**src/rtl/spif_pkg.sv**
```systemverilog
// Shared SpiNNaker packet field positions and router types.
package spif_pkg;
    localparam int unsigned PACKET_BITS = 72;
    localparam int unsigned KEY_LSB     = 8;
    localparam int unsigned KEY_MSB     = 39;
    localparam int unsigned KEY_BITS    = KEY_MSB - KEY_LSB + 1;
    localparam int unsigned NUM_RREGS   = 16;
    localparam int unsigned NUM_ROUTES  = 4;
    localparam int unsigned ROUTE_BITS  = $clog2(NUM_ROUTES);

    typedef logic [PACKET_BITS-1:0] packet_t;
    typedef logic [KEY_BITS-1:0]    key_t;
    typedef logic [ROUTE_BITS-1:0]  route_t;
    typedef logic [NUM_ROUTES-1:0]  link_vec_t;

    function automatic link_vec_t route_onehot(route_t r);
        return link_vec_t'(1) << r;
    endfunction
endpackage

```
**src/rtl/pkt_router_if.sv**
```systemverilog
// Packet handshake bundle: upstream packet input and shared-data, per-link-valid output.
interface pkt_router_if;
    import spif_pkg::*;

    packet_t   pkt_data_in;
    logic      pkt_vld_in;
    logic      pkt_rdy_out;
    packet_t   pkt_data_out;
    link_vec_t pkt_vld_out;
    link_vec_t pkt_rdy_in;

    modport master (
        output pkt_data_in, pkt_vld_in, pkt_rdy_in,
        input  pkt_rdy_out, pkt_data_out, pkt_vld_out
    );

    modport slave (
        input  pkt_data_in, pkt_vld_in, pkt_rdy_in,
        output pkt_rdy_out, pkt_data_out, pkt_vld_out
    );
endinterface

```
**src/rtl/pkt_router_match.sv**
```systemverilog
// Combinational key/mask priority matcher: lowest-index hitting entry selects the route.
module pkt_router_match
    import spif_pkg::*;
(
    input  key_t   key,
    input  key_t   rt_key [NUM_RREGS],
    input  key_t   rt_msk [NUM_RREGS],
    input  route_t rt_rte [NUM_RREGS],
    output logic   hit,
    output route_t route
);
    always_comb begin
        hit   = 1'b0;
        route = '0;
        for (int i = 0; i < NUM_RREGS; i++) begin
            if (!hit && ((key & rt_msk[i]) == rt_key[i])) begin
                hit   = 1'b1;
                route = rt_rte[i];
            end
        end
    end
endmodule

```
**src/rtl/pkt_router.sv**
```systemverilog
// Key/mask packet router with a one-packet output register and drop counter.
// PKT_ROUTER_SKID_EN adds a skid register so pkt_rdy_out is a pure register output.
module pkt_router
    import spif_pkg::*;
(
    input  logic        clk,
    input  logic        reset_n,
    input  key_t        rt_key_in [NUM_RREGS],
    input  key_t        rt_msk_in [NUM_RREGS],
    input  route_t      rt_rte_in [NUM_RREGS],
    pkt_router_if.slave pkt,
    output logic [31:0] drop_cnt_out
);
    typedef enum logic {EMPTY, FULL} state_t;

    state_t      state_q;
    packet_t     data_q;
    route_t      rte_q;
    link_vec_t   vld_q;
    logic [31:0] drop_q;
    logic        rdy;
    logic        hit;
    route_t      route;
    logic        accept;
    logic        drain;

    pkt_router_match u_match (
        .key    (pkt.pkt_data_in[KEY_MSB:KEY_LSB]),
        .rt_key (rt_key_in),
        .rt_msk (rt_msk_in),
        .rt_rte (rt_rte_in),
        .hit    (hit),
        .route  (route)
    );

    // Only the held packet's own link can drain it.
    assign drain  = (state_q == FULL) && pkt.pkt_rdy_in[rte_q];
    assign accept = pkt.pkt_vld_in && rdy;

    // Saturating count of accepted packets that hit no entry.
    always_ff @(posedge clk or negedge reset_n) begin
        if (!reset_n) begin
            drop_q <= '0;
        end else if (accept && !hit && (drop_q != '1)) begin
            drop_q <= drop_q + 32'd1;
        end
    end

`ifdef PKT_ROUTER_SKID_EN
    logic    rdy_q;
    logic    skid_full_q;
    packet_t skid_data_q;
    route_t  skid_rte_q;

    assign rdy = rdy_q;

    // Output FSM; a packet accepted while stalled parks in the skid and must drain first.
    always_ff @(posedge clk or negedge reset_n) begin
        if (!reset_n) begin
            state_q     <= EMPTY;
            data_q      <= '0;
            rte_q       <= '0;
            vld_q       <= '0;
            rdy_q       <= 1'b0;
            skid_full_q <= 1'b0;
            skid_data_q <= '0;
            skid_rte_q  <= '0;
        end else if (skid_full_q) begin
            if (drain) begin
                data_q      <= skid_data_q;
                rte_q       <= skid_rte_q;
                vld_q       <= route_onehot(skid_rte_q);
                skid_full_q <= 1'b0;
                rdy_q       <= 1'b1;
            end
        end else begin
            rdy_q <= 1'b1;
            if (accept && hit) begin
                if ((state_q == EMPTY) || drain) begin
                    state_q <= FULL;
                    data_q  <= pkt.pkt_data_in;
                    rte_q   <= route;
                    vld_q   <= route_onehot(route);
                end else begin
                    skid_full_q <= 1'b1;
                    skid_data_q <= pkt.pkt_data_in;
                    skid_rte_q  <= route;
                    rdy_q       <= 1'b0;
                end
            end else if (drain) begin
                state_q <= EMPTY;
                vld_q   <= '0;
            end
        end
    end
`else
    logic up_q;

    // up_q holds ready low until the first edge after reset release.
    assign rdy = up_q && ((state_q == EMPTY) || drain);

    always_ff @(posedge clk or negedge reset_n) begin
        if (!reset_n) begin
            state_q <= EMPTY;
            data_q  <= '0;
            rte_q   <= '0;
            vld_q   <= '0;
            up_q    <= 1'b0;
        end else begin
            up_q <= 1'b1;
            if (accept && hit) begin
                state_q <= FULL;
                data_q  <= pkt.pkt_data_in;
                rte_q   <= route;
                vld_q   <= route_onehot(route);
            end else if (drain) begin
                state_q <= EMPTY;
                vld_q   <= '0;
            end
        end
    end
`endif

    assign pkt.pkt_rdy_out  = rdy;
    assign pkt.pkt_data_out = data_q;
    assign pkt.pkt_vld_out  = vld_q;
    assign drop_cnt_out     = drop_q;
endmodule

```
**src/flat_wrapper.sv**
```systemverilog
// flat-port wrapper written by rule: the top's interface ports become plain ports
module pkt_router_flat import spif_pkg::*;
  (clk, reset_n, rt_key_in, rt_msk_in, rt_rte_in, drop_cnt_out, pkt_pkt_data_in, pkt_pkt_vld_in, pkt_pkt_rdy_in, pkt_pkt_rdy_out, pkt_pkt_data_out, pkt_pkt_vld_out);
  pkt_router_if pkt_i ();
  input  logic clk;
  input  logic reset_n;
  input  key_t rt_key_in[NUM_RREGS];
  input  key_t rt_msk_in[NUM_RREGS];
  input  route_t rt_rte_in[NUM_RREGS];
  output logic [31:0] drop_cnt_out;
  input wire logic [$bits(pkt_i.pkt_data_in)-1:0] pkt_pkt_data_in;
  input wire logic [$bits(pkt_i.pkt_vld_in)-1:0] pkt_pkt_vld_in;
  input wire logic [$bits(pkt_i.pkt_rdy_in)-1:0] pkt_pkt_rdy_in;
  output wire logic [$bits(pkt_i.pkt_rdy_out)-1:0] pkt_pkt_rdy_out;
  output wire logic [$bits(pkt_i.pkt_data_out)-1:0] pkt_pkt_data_out;
  output wire logic [$bits(pkt_i.pkt_vld_out)-1:0] pkt_pkt_vld_out;
  assign pkt_i.pkt_data_in = pkt_pkt_data_in;
  assign pkt_i.pkt_vld_in = pkt_pkt_vld_in;
  assign pkt_i.pkt_rdy_in = pkt_pkt_rdy_in;
  assign pkt_pkt_rdy_out = pkt_i.pkt_rdy_out;
  assign pkt_pkt_data_out = pkt_i.pkt_data_out;
  assign pkt_pkt_vld_out = pkt_i.pkt_vld_out;
  pkt_router u_core (.clk(clk), .reset_n(reset_n), .rt_key_in(rt_key_in), .rt_msk_in(rt_msk_in), .rt_rte_in(rt_rte_in), .pkt(pkt_i), .drop_cnt_out(drop_cnt_out));
endmodule
```
**config.mk**
```make
export PLATFORM = sky130hd
export DESIGN_NAME = pkt_router_flat
export DESIGN_NICKNAME = d
export VERILOG_FILES = /design/src/rtl/spif_pkg.sv /design/src/rtl/pkt_router_if.sv /design/src/rtl/pkt_router_match.sv /design/src/rtl/pkt_router.sv /design/src/flat_wrapper.sv
export SDC_FILE = /design/constraint.sdc
export NUM_CORES = 1
export LEC_CHECK = 0
export CAP_MARGIN = 10
export CELL_PAD_IN_SITES_DETAIL_PLACEMENT = 0
export CELL_PAD_IN_SITES_GLOBAL_PLACEMENT = 2
export CORE_AREA = 2 2 488 490
export CTS_BUF_LIST = sky130_fd_sc_hd__clkbuf_2 sky130_fd_sc_hd__clkbuf_4 sky130_fd_sc_hd__clkbuf_8
export DETAILED_ROUTE_END_ITERATION = 8
export DIE_AREA = 0 0 490 492
export PLACE_DENSITY_LB_ADDON = 0.1
export SETUP_SLACK_MARGIN = 0.1
export SLEW_MARGIN = 5
export SYNTH_ARGS = -nofsm -noshare
export SYNTH_HDL_FRONTEND = slang
export SYNTH_SLANG_ARGS = --single-unit
```
**constraint.sdc**
```tcl
create_clock -name clk -period 2.65 [get_ports clk]
set_input_delay 0.6625 -clock clk [delete_from_list [all_inputs] [get_ports clk]]
set_output_delay 0.6625 -clock clk [all_outputs]
set_load 0.01 [all_outputs]
```
==> impl_metrics.yaml, run 1 <==
outcome:
  status: "complete, but fails checks"
  violations: "negative setup slack"
synthesis:
  syn_nets: 2972
  yosys.area.top_type: "dfrtp_1"
  ys_seq_area_share_pct: 19.2
  async_flop_share_pct: 100
  synth_top_cell_area_share_pct: 19.2
  syn_avg_cell_area_sq_um: 7.94
  yosys_warnings: 0
  post-synth-top-count-cell: "a21oi_1"
  synth.area.top_cells: "dfrtp_1 (19%), and3_1 (11%), a21oi_1 (9.1%), and3b_1 (7.7%), o22a_1 (7.7%)"
  syn_inst: 1836
  synth_edf_count: 0
  syn_area_sq_mm: 0.0146
  ys_types: 62
  synth_top_flop_cell: "dfrtp_1"
  synth_seq_cells: 112
  yosys-top-cells-count: "a21oi_1 (265), and3_1 (260), nand3_1 (140)"
detailed_routing:
  firstDrtPassIters: 5
  wirelength_mm: 213
  wl_per_cell_microns: 32.5
  drc: 0
  postRouteAntennaNets: 0
  via_per_inst: 3.45
  first_iter_violations: 1090
  dr_total_vias: 22628
pwr:
  power_leakage_nw: 14.7
  vdd_drop_max_mv: 0.245
  p_per_area_mw_per_mm2: 211
  power_mw: 7.43
critical_path:
  cp-start-kind: "input pin"
  max_stage_delay_ns: 0.71
  path_delay_family: "buffers and inverters"
  end_kind: "flop"
  crit_fanout: 8
  required_ns: 3.03
  cp_data_arrival_time_ns: 4.29
  path_buf_inv: 7
  critical_path_class: "input pin to flop"
  slowest_stage: "nor4_4"
  crit_path_cell_trace: "clkdlybuf4s50_1 -> and3b_1 -> a211oi_1 -> nand4_1 -> buf_12 -> nor4_4 -> buf_4 -> or3_4 -> buf_6 -> nor4b_4 -> a21oi_4 -> buf_6 -> buf_12 -> clkbuf_16 -> mux2_4"
floorplan:
  die-area_sq_mm: 0.241
  start_util_pct: 6.17
  coreArea_sq_mm: 0.236
  num_io_pins: 1244
  die_h_microns: 492
  rows: 179
  die_w_microns: 490
sta:
  setup_viol: 112
  final_max_slew_viol_count: 0
  hold_violations: 0
  skew_ns: 0.0239
  setup_slack_ns: -1.26
  period_share_pct: 147
  period_needed_ns: 3.91
  relSlewSlack_pct: 45.9
  rsz0062_at_grt: "yes"
  max_freq_mhz: 256
  whs_ns: 0.0988
  tightest_slew_ns: 0.806
placement:
  dpl.cell_count: 6453
  io_buffers: 1243
  placement.setup.worst_slack_ns: -2.89
  place_congestion: 0.819
  hpwl_mm: 195
layout:
  layout.nets: 4461
  area_delta_synth_final_pct: 142
  register_area_sq_mm: 0.00280
  fillers: 26837
  final_util_pct: 14.9
  drive_gt1_share_pct: 16.5
  stdcell_count: 6555
  multi_input_comb_area_sq_mm: 0.0119
min_path:
  min_path_type: "input pin to async pin"
grt:
  grt_pass1_vias: 22640
  grt_max_degree: 42
  overflow: 0
  grt_pass1_wl_mm: 264
  grt.total_usage_pct: 17.0
  antenna_found_initial: 243
clock_network:
  clk_latency_ns: 0.50
  cts_root_buf: "clkbuf_8"
  cts.reportedPaths.clkPinSlew_ns: 0.13
  cts_hold_buf: 0
  cts_max_level: 3
  cts_buffer_depth: 2
  cts-buffers-inserted: 9
  cts_tree: "yes"
  clock-sinks: 112
flow_run:
  max_cap_violations: 0
==> routing by layer <==
layer / part of all wire (%) / vias up / global-route usage, %
li1: - / 10454 / -
met5: 0.45 / - / 0
met4: 0.92 / 158 / 0.902
met3: 9.4 / 332 / 6.86
met1: 42 / 10640 / 20.9
met2: 47 / 1044 / 29.1
==> layout make-up <==
cell class                 count  share of cell area (%)
inverter                      11                   0.124
antenna                       58                   0.412
sequential                   112                    7.96
clock buffer                   9                   0.352
multi-input combinational   1608                    33.7
timing repair buffer        1583                    45.9
clock inverter                 7                   0.281
tap                         3167                    11.3
==> path summary, 6_finish.rpt <==
| check | endpoint | cells past startpoint | startpoint | slack, ns |
|---|---|---|---|---|
| hold reg to reg | u_core.drop_cnt_out[28] | 1 | u_core.drop_cnt_out[28] | 0.50 |
| max in group asynchronous | u_core.drop_cnt_out[22] | 2 | reset_n | 1.88 |
| hold / removal | u_core.pkt.pkt_data_out[22] | 1 | reset_n | 0.1 |
| setup / recovery | u_core.pkt.pkt_data_out[24] | 15 | rt_key_in[349] | -1.26 |
| setup reg to reg | u_core.pkt.pkt_data_out[23] | 11 | u_core.rte_q[0] | 0 |
| min in group clk | u_core.drop_cnt_out[28] | 1 | u_core.drop_cnt_out[28] | 0.50 |
==> flip-flops by register name, indices dropped and copies added (netlist names) <==
register and cells:
u_core.pkt.pkt_vld_out 4, u_core.pkt.pkt_data_out 72, u_core.drop_cnt_out 32, u_core.up_q 1, u_core.state_q 1, u_core.rte_q 2
==> where the power goes <==
part	switching [mW]	internal [mW]
clock	0.895	0.403
sequential	0.0481	1.75
combinational	1.83	2.51
==> kinds of logic after synthesis <==
logic type                 count (synthesis)  synth area share, %
AOI/OAI and AO/OA                        804                 38.0
and+or+nand+nor                          694                 30.7
adders and majority gates                  1               0.0859
xor gates and xnor gates                  31                 1.86
DFF                                      112                 19.2
muxes                                     77                 6.01
buffers and inverters                    116                 4.04
other                                      1               0.0257
==> metrics by stage <==
stage / area (sq um) / TNS (ns)
floorplan: 15000 / -39.23
global placement: 33900 / -304.98
detailed placement: 33900 / -305.61
CTS: 34700 / -126.18
global route: 35100 / -137.21
finish: 35200 / -127.42
==> worst reg2reg max path, cell delays in order (launching register included) <==
cell	delay, ns
dfrtp_2	0.45
mux4_2	0.59
nand2b_4	0.18
and2_4	0.15
nand2_1	0.15
buf_4	0.15
a21oi_4	0.03
buf_6	0.13
buf_12	0.12
buf_16	0.15
buf_12	0.14
mux2_4	0.29
==> cells in the final DEF, fill, tap and decap left out, drive strengths merged, types with 11 or more instances in the layout <==
| cell | instances |
|---|---|
| nand2 | 30 |
| xnor2 | 28 |
| dlygate4sd2 | 19 |
| buf | 371 |
| dfrtp | 112 |
| nand3 | 141 |
| mux2 | 74 |
| clkbuf | 12 |
| o22a | 128 |
| a21oi | 266 |
| and3b | 128 |
| nor2 | 11 |
| nand4 | 69 |
| nor4 | 17 |
| and3 | 260 |
| inv | 16 |
| a21boi | 128 |
| clkdlybuf4s50 | 1188 |
| a21o | 128 |
| a211oi | 132 |
| diode | 58 |
==> what timing repair did <==
action	CTS	global route
setup endpoints to repair	112	112
buffers inserted	19	6
gates resized for setup	109	67
pin swaps	19	18
endpoints found under the hold margin	0	0
gates cloned	3	2
Note: power is estimated with default switching activity, not from simulation.
==> inputs of run 2 (changes only) <==
--- a/config.mk
+++ b/config.mk
@@ -8,11 +8,12 @@
 export CAP_MARGIN = 10
 export CELL_PAD_IN_SITES_DETAIL_PLACEMENT = 0
 export CELL_PAD_IN_SITES_GLOBAL_PLACEMENT = 2
-export CORE_AREA = 2 2 488 490
+export CORE_AREA = 2 2 487 489
 export CTS_BUF_LIST = sky130_fd_sc_hd__clkbuf_2 sky130_fd_sc_hd__clkbuf_4 sky130_fd_sc_hd__clkbuf_8
 export DETAILED_ROUTE_END_ITERATION = 8
-export DIE_AREA = 0 0 490 492
+export DIE_AREA = 0 0 489 491
 export PLACE_DENSITY_LB_ADDON = 0.1
+export RECOVER_POWER = 100
 export SETUP_SLACK_MARGIN = 0.1
 export SLEW_MARGIN = 5
 export SYNTH_ARGS = -nofsm -noshare
==> constraint.sdc (replaced) <==
create_clock -name clk -period 4.91 [get_ports clk]
set_input_delay 1.2275 -clock clk [delete_from_list [all_inputs] [get_ports clk]]
set_output_delay 1.2275 -clock clk [all_outputs]
set_load 0.01 [all_outputs]
==> impl_metrics.yaml, run 2 (synthesis results as in run 1) <==
layout:
  mostFrequentLayoutCell: "clkdlybuf4s50_1"
  largest_register_ffs: 72
  drive_gt1_share_pct: 9.78
  fillers: 26673
  area_delta_synth_final_pct: 125
  layout.nets: 4310
  stdcell_count: 6394
  fin_area_sq_mm: 0.0328
  mostFrequentLayoutCells: "clkdlybuf4s50_1 (1,101), a21oi_1 (265), and3_1 (260)"
outcome:
  violations: "max-capacitance violations, max-slew violations"
  status: "complete, but fails checks"
critical_path:
  slowest_stage: "a211oi_1"
  end_kind: "flop"
  crit_fanout: 14
  required_ns: 5.28
  r2r_slack_ns: 1.73
  crit_path_cell_trace: "clkdlybuf4s50_1 -> and3b_1 -> a211oi_1 -> nand4_1 -> buf_12 -> nor4_2 -> buf_4 -> or4_4 -> nor4b_4 -> a21oi_4 -> buf_12 -> clkbuf_1 -> mux2_2"
  worst-r2r-cell-count: 10
  critical_path_class: "input pin to flop"
  cp-start-kind: "input pin"
  cp_data_arrival_time_ns: 5.11
  crit_top_cell: "buf_12"
  r2r-end: "u_core.drop_cnt_out[30]"
  max_stage_delay_ns: 0.68
  r2r_start: "u_core.drop_cnt_out[13]"
sta:
  rsz0062_at_grt: "no"
  max_freq_mhz: 211
  final_max_slew_viol_count: 97
  skew_ns: 0.0407
  period_needed_ns: 4.74
  hold_violations: 0
  fin_setup_tns_ns: 0
  tightest_slew_ns: 2.27
  period_share_pct: 96.6
  whs_ns: 0.498
  relSlewSlack_pct: -51.3
  setup_viol: 0
pwr:
  p_int_mw: 2.38
  p_sw_mw: 1.39
  p_per_area_mw_per_mm2: 115
  power_leakage_nw: 13.9
  clkPwrFrac_pct: 16.9
  pwr-share-seq_pct: 25.9
  p_sw_share_pct: 36.8
  combPwrFrac_pct: 57.2
  vdd_drop_max_mv: 0.118
detailed_routing:
  dr_total_vias: 22330
  wl_met1_mm: 90.5
  postRouteAntennaNets: 0
  firstDrtPassIters: 5
  first_iter_violations: 1252
  wl_per_cell_microns: 34.0
  wl_met2_mm: 101
  drc: 0
  top_layer: "met5"
  via_per_inst: 3.49
  met3_length_mm: 21.9
  wirelength_mm: 217
placement:
  place_congestion: 0.808
  place_area_sq_mm: 0.0324
  dpl.cell_count: 6313
  io_buffers: 1243
  hpwl_mm: 196
floorplan:
  rows: 178
  num_io_pins: 1244
  die_h_microns: 491
  start_util_pct: 6.21
  coreArea_sq_mm: 0.235
  die_w_microns: 489
  die-area_sq_mm: 0.240
clock_network:
  cts_max_level: 3
  cts_root_buf: "clkbuf_8"
  cts_tree: "yes"
  cts-buffers-inserted: 9
  clk_latency_ns: 0.50
  clock-sinks: 112
  cts.reportedPaths.clkPinSlew_ns: 0.11
  cts_buffer_depth: 2
grt:
  overflow: 0
  grt_pass1_vias: 22323
  grt_max_degree: 63
  grt.total_usage_pct: 17.5
  grt_pass1_wl_mm: 268
  antenna_found_initial: 240
min_path:
  worstHoldStart: "u_core.pkt.pkt_data_out[67]"
  holdPathEnd: "u_core.pkt.pkt_data_out[67]"
  hold_depth: 1
  min_path_type: "flop to flop"
flow_run:
  max_cap_violations: 2
[run 2: critical path: cells and delay by family]
family / cells / cell delay (ns)
buf+inv: 5 / 1.38
simple gates: 5 / 1.24
compound gates: 2 / 0.88
mux: 1 / 0.36
[run 2: power groups by stage]
stage	clock [mW]	sequential (mW)	combinational [mW]
2_1_floorplan	0	0.997	0.546
3_3_place_gp	0	0.998	2.22
3_5_place_dp	0	0.995	2.21
4_1_cts	0.702	0.978	2.23
5_1_grt	0.723	0.983	2.33
6_report	0.636	0.977	2.16
[run 2: how the worst max path moves through the flow]
stage | to | from
floorplan | u_core.pkt.pkt_vld_out[1] | pkt_pkt_data_in[31]
global placement | u_core.pkt.pkt_vld_out[1] | pkt_pkt_data_in[15]
detailed placement | u_core.pkt.pkt_vld_out[1] | pkt_pkt_data_in[15]
CTS | u_core.pkt.pkt_vld_out[1] | pkt_pkt_data_in[33]
global route | u_core.pkt.pkt_vld_out[0] | pkt_pkt_data_in[15]
finish | u_core.pkt.pkt_data_out[69] | rt_key_in[315]
[run 2: what timing repair did]
item                                    CTS  global route
pin swaps                                 3             3
cloned                                    0             0
hold buffers                              0             0
endpoints found under the setup margin  110            21
setup buffers                             0             0
gates resized for setup                   8             5
hold endpoints to repair                  0             0
[run 2: final cells by class]
cell class	count	area (sq um)	area share, %
timing repair buffer	1432	14300	43.6
inverter	11	41.3	0.126
clock inverter	4	28.8	0.0878
multi-input combinational	1608	11300	34.6
clock buffer	12	153	0.466
sequential	112	2800	8.56
tap	3150	3940	12.0
antenna	65	163	0.497
[run 2: metal layers]
layer	vias to the layer above	track usage, %
met2	1162	29.9
met4	126	1.37
met1	10563	21.2
met3	336	6.99
li1	10143	-
met5	-	0
[run 2: metrics by stage]
stage,util (%),power [mW],setup WS [ns]
floorplan,-,1.54,1.07
global placement,13.8,3.22,-1.12
detailed placement,13.8,3.21,-1.02
CTS,13.9,3.91,0.197
global route,13.9,4.03,0.0573
finish,14.0,3.77,0.168
==> inputs of run 3 (changes only) <==
--- a/config.mk
+++ b/config.mk
@@ -5,6 +5,7 @@
 export SDC_FILE = /design/constraint.sdc
 export NUM_CORES = 1
 export LEC_CHECK = 0
+export ABC_AREA = 0
 export CAP_MARGIN = 10
 export CELL_PAD_IN_SITES_DETAIL_PLACEMENT = 0
 export CELL_PAD_IN_SITES_GLOBAL_PLACEMENT = 2
==> results of run 3 <==
Final layout, timing and power as in run 2 (identical DEF).
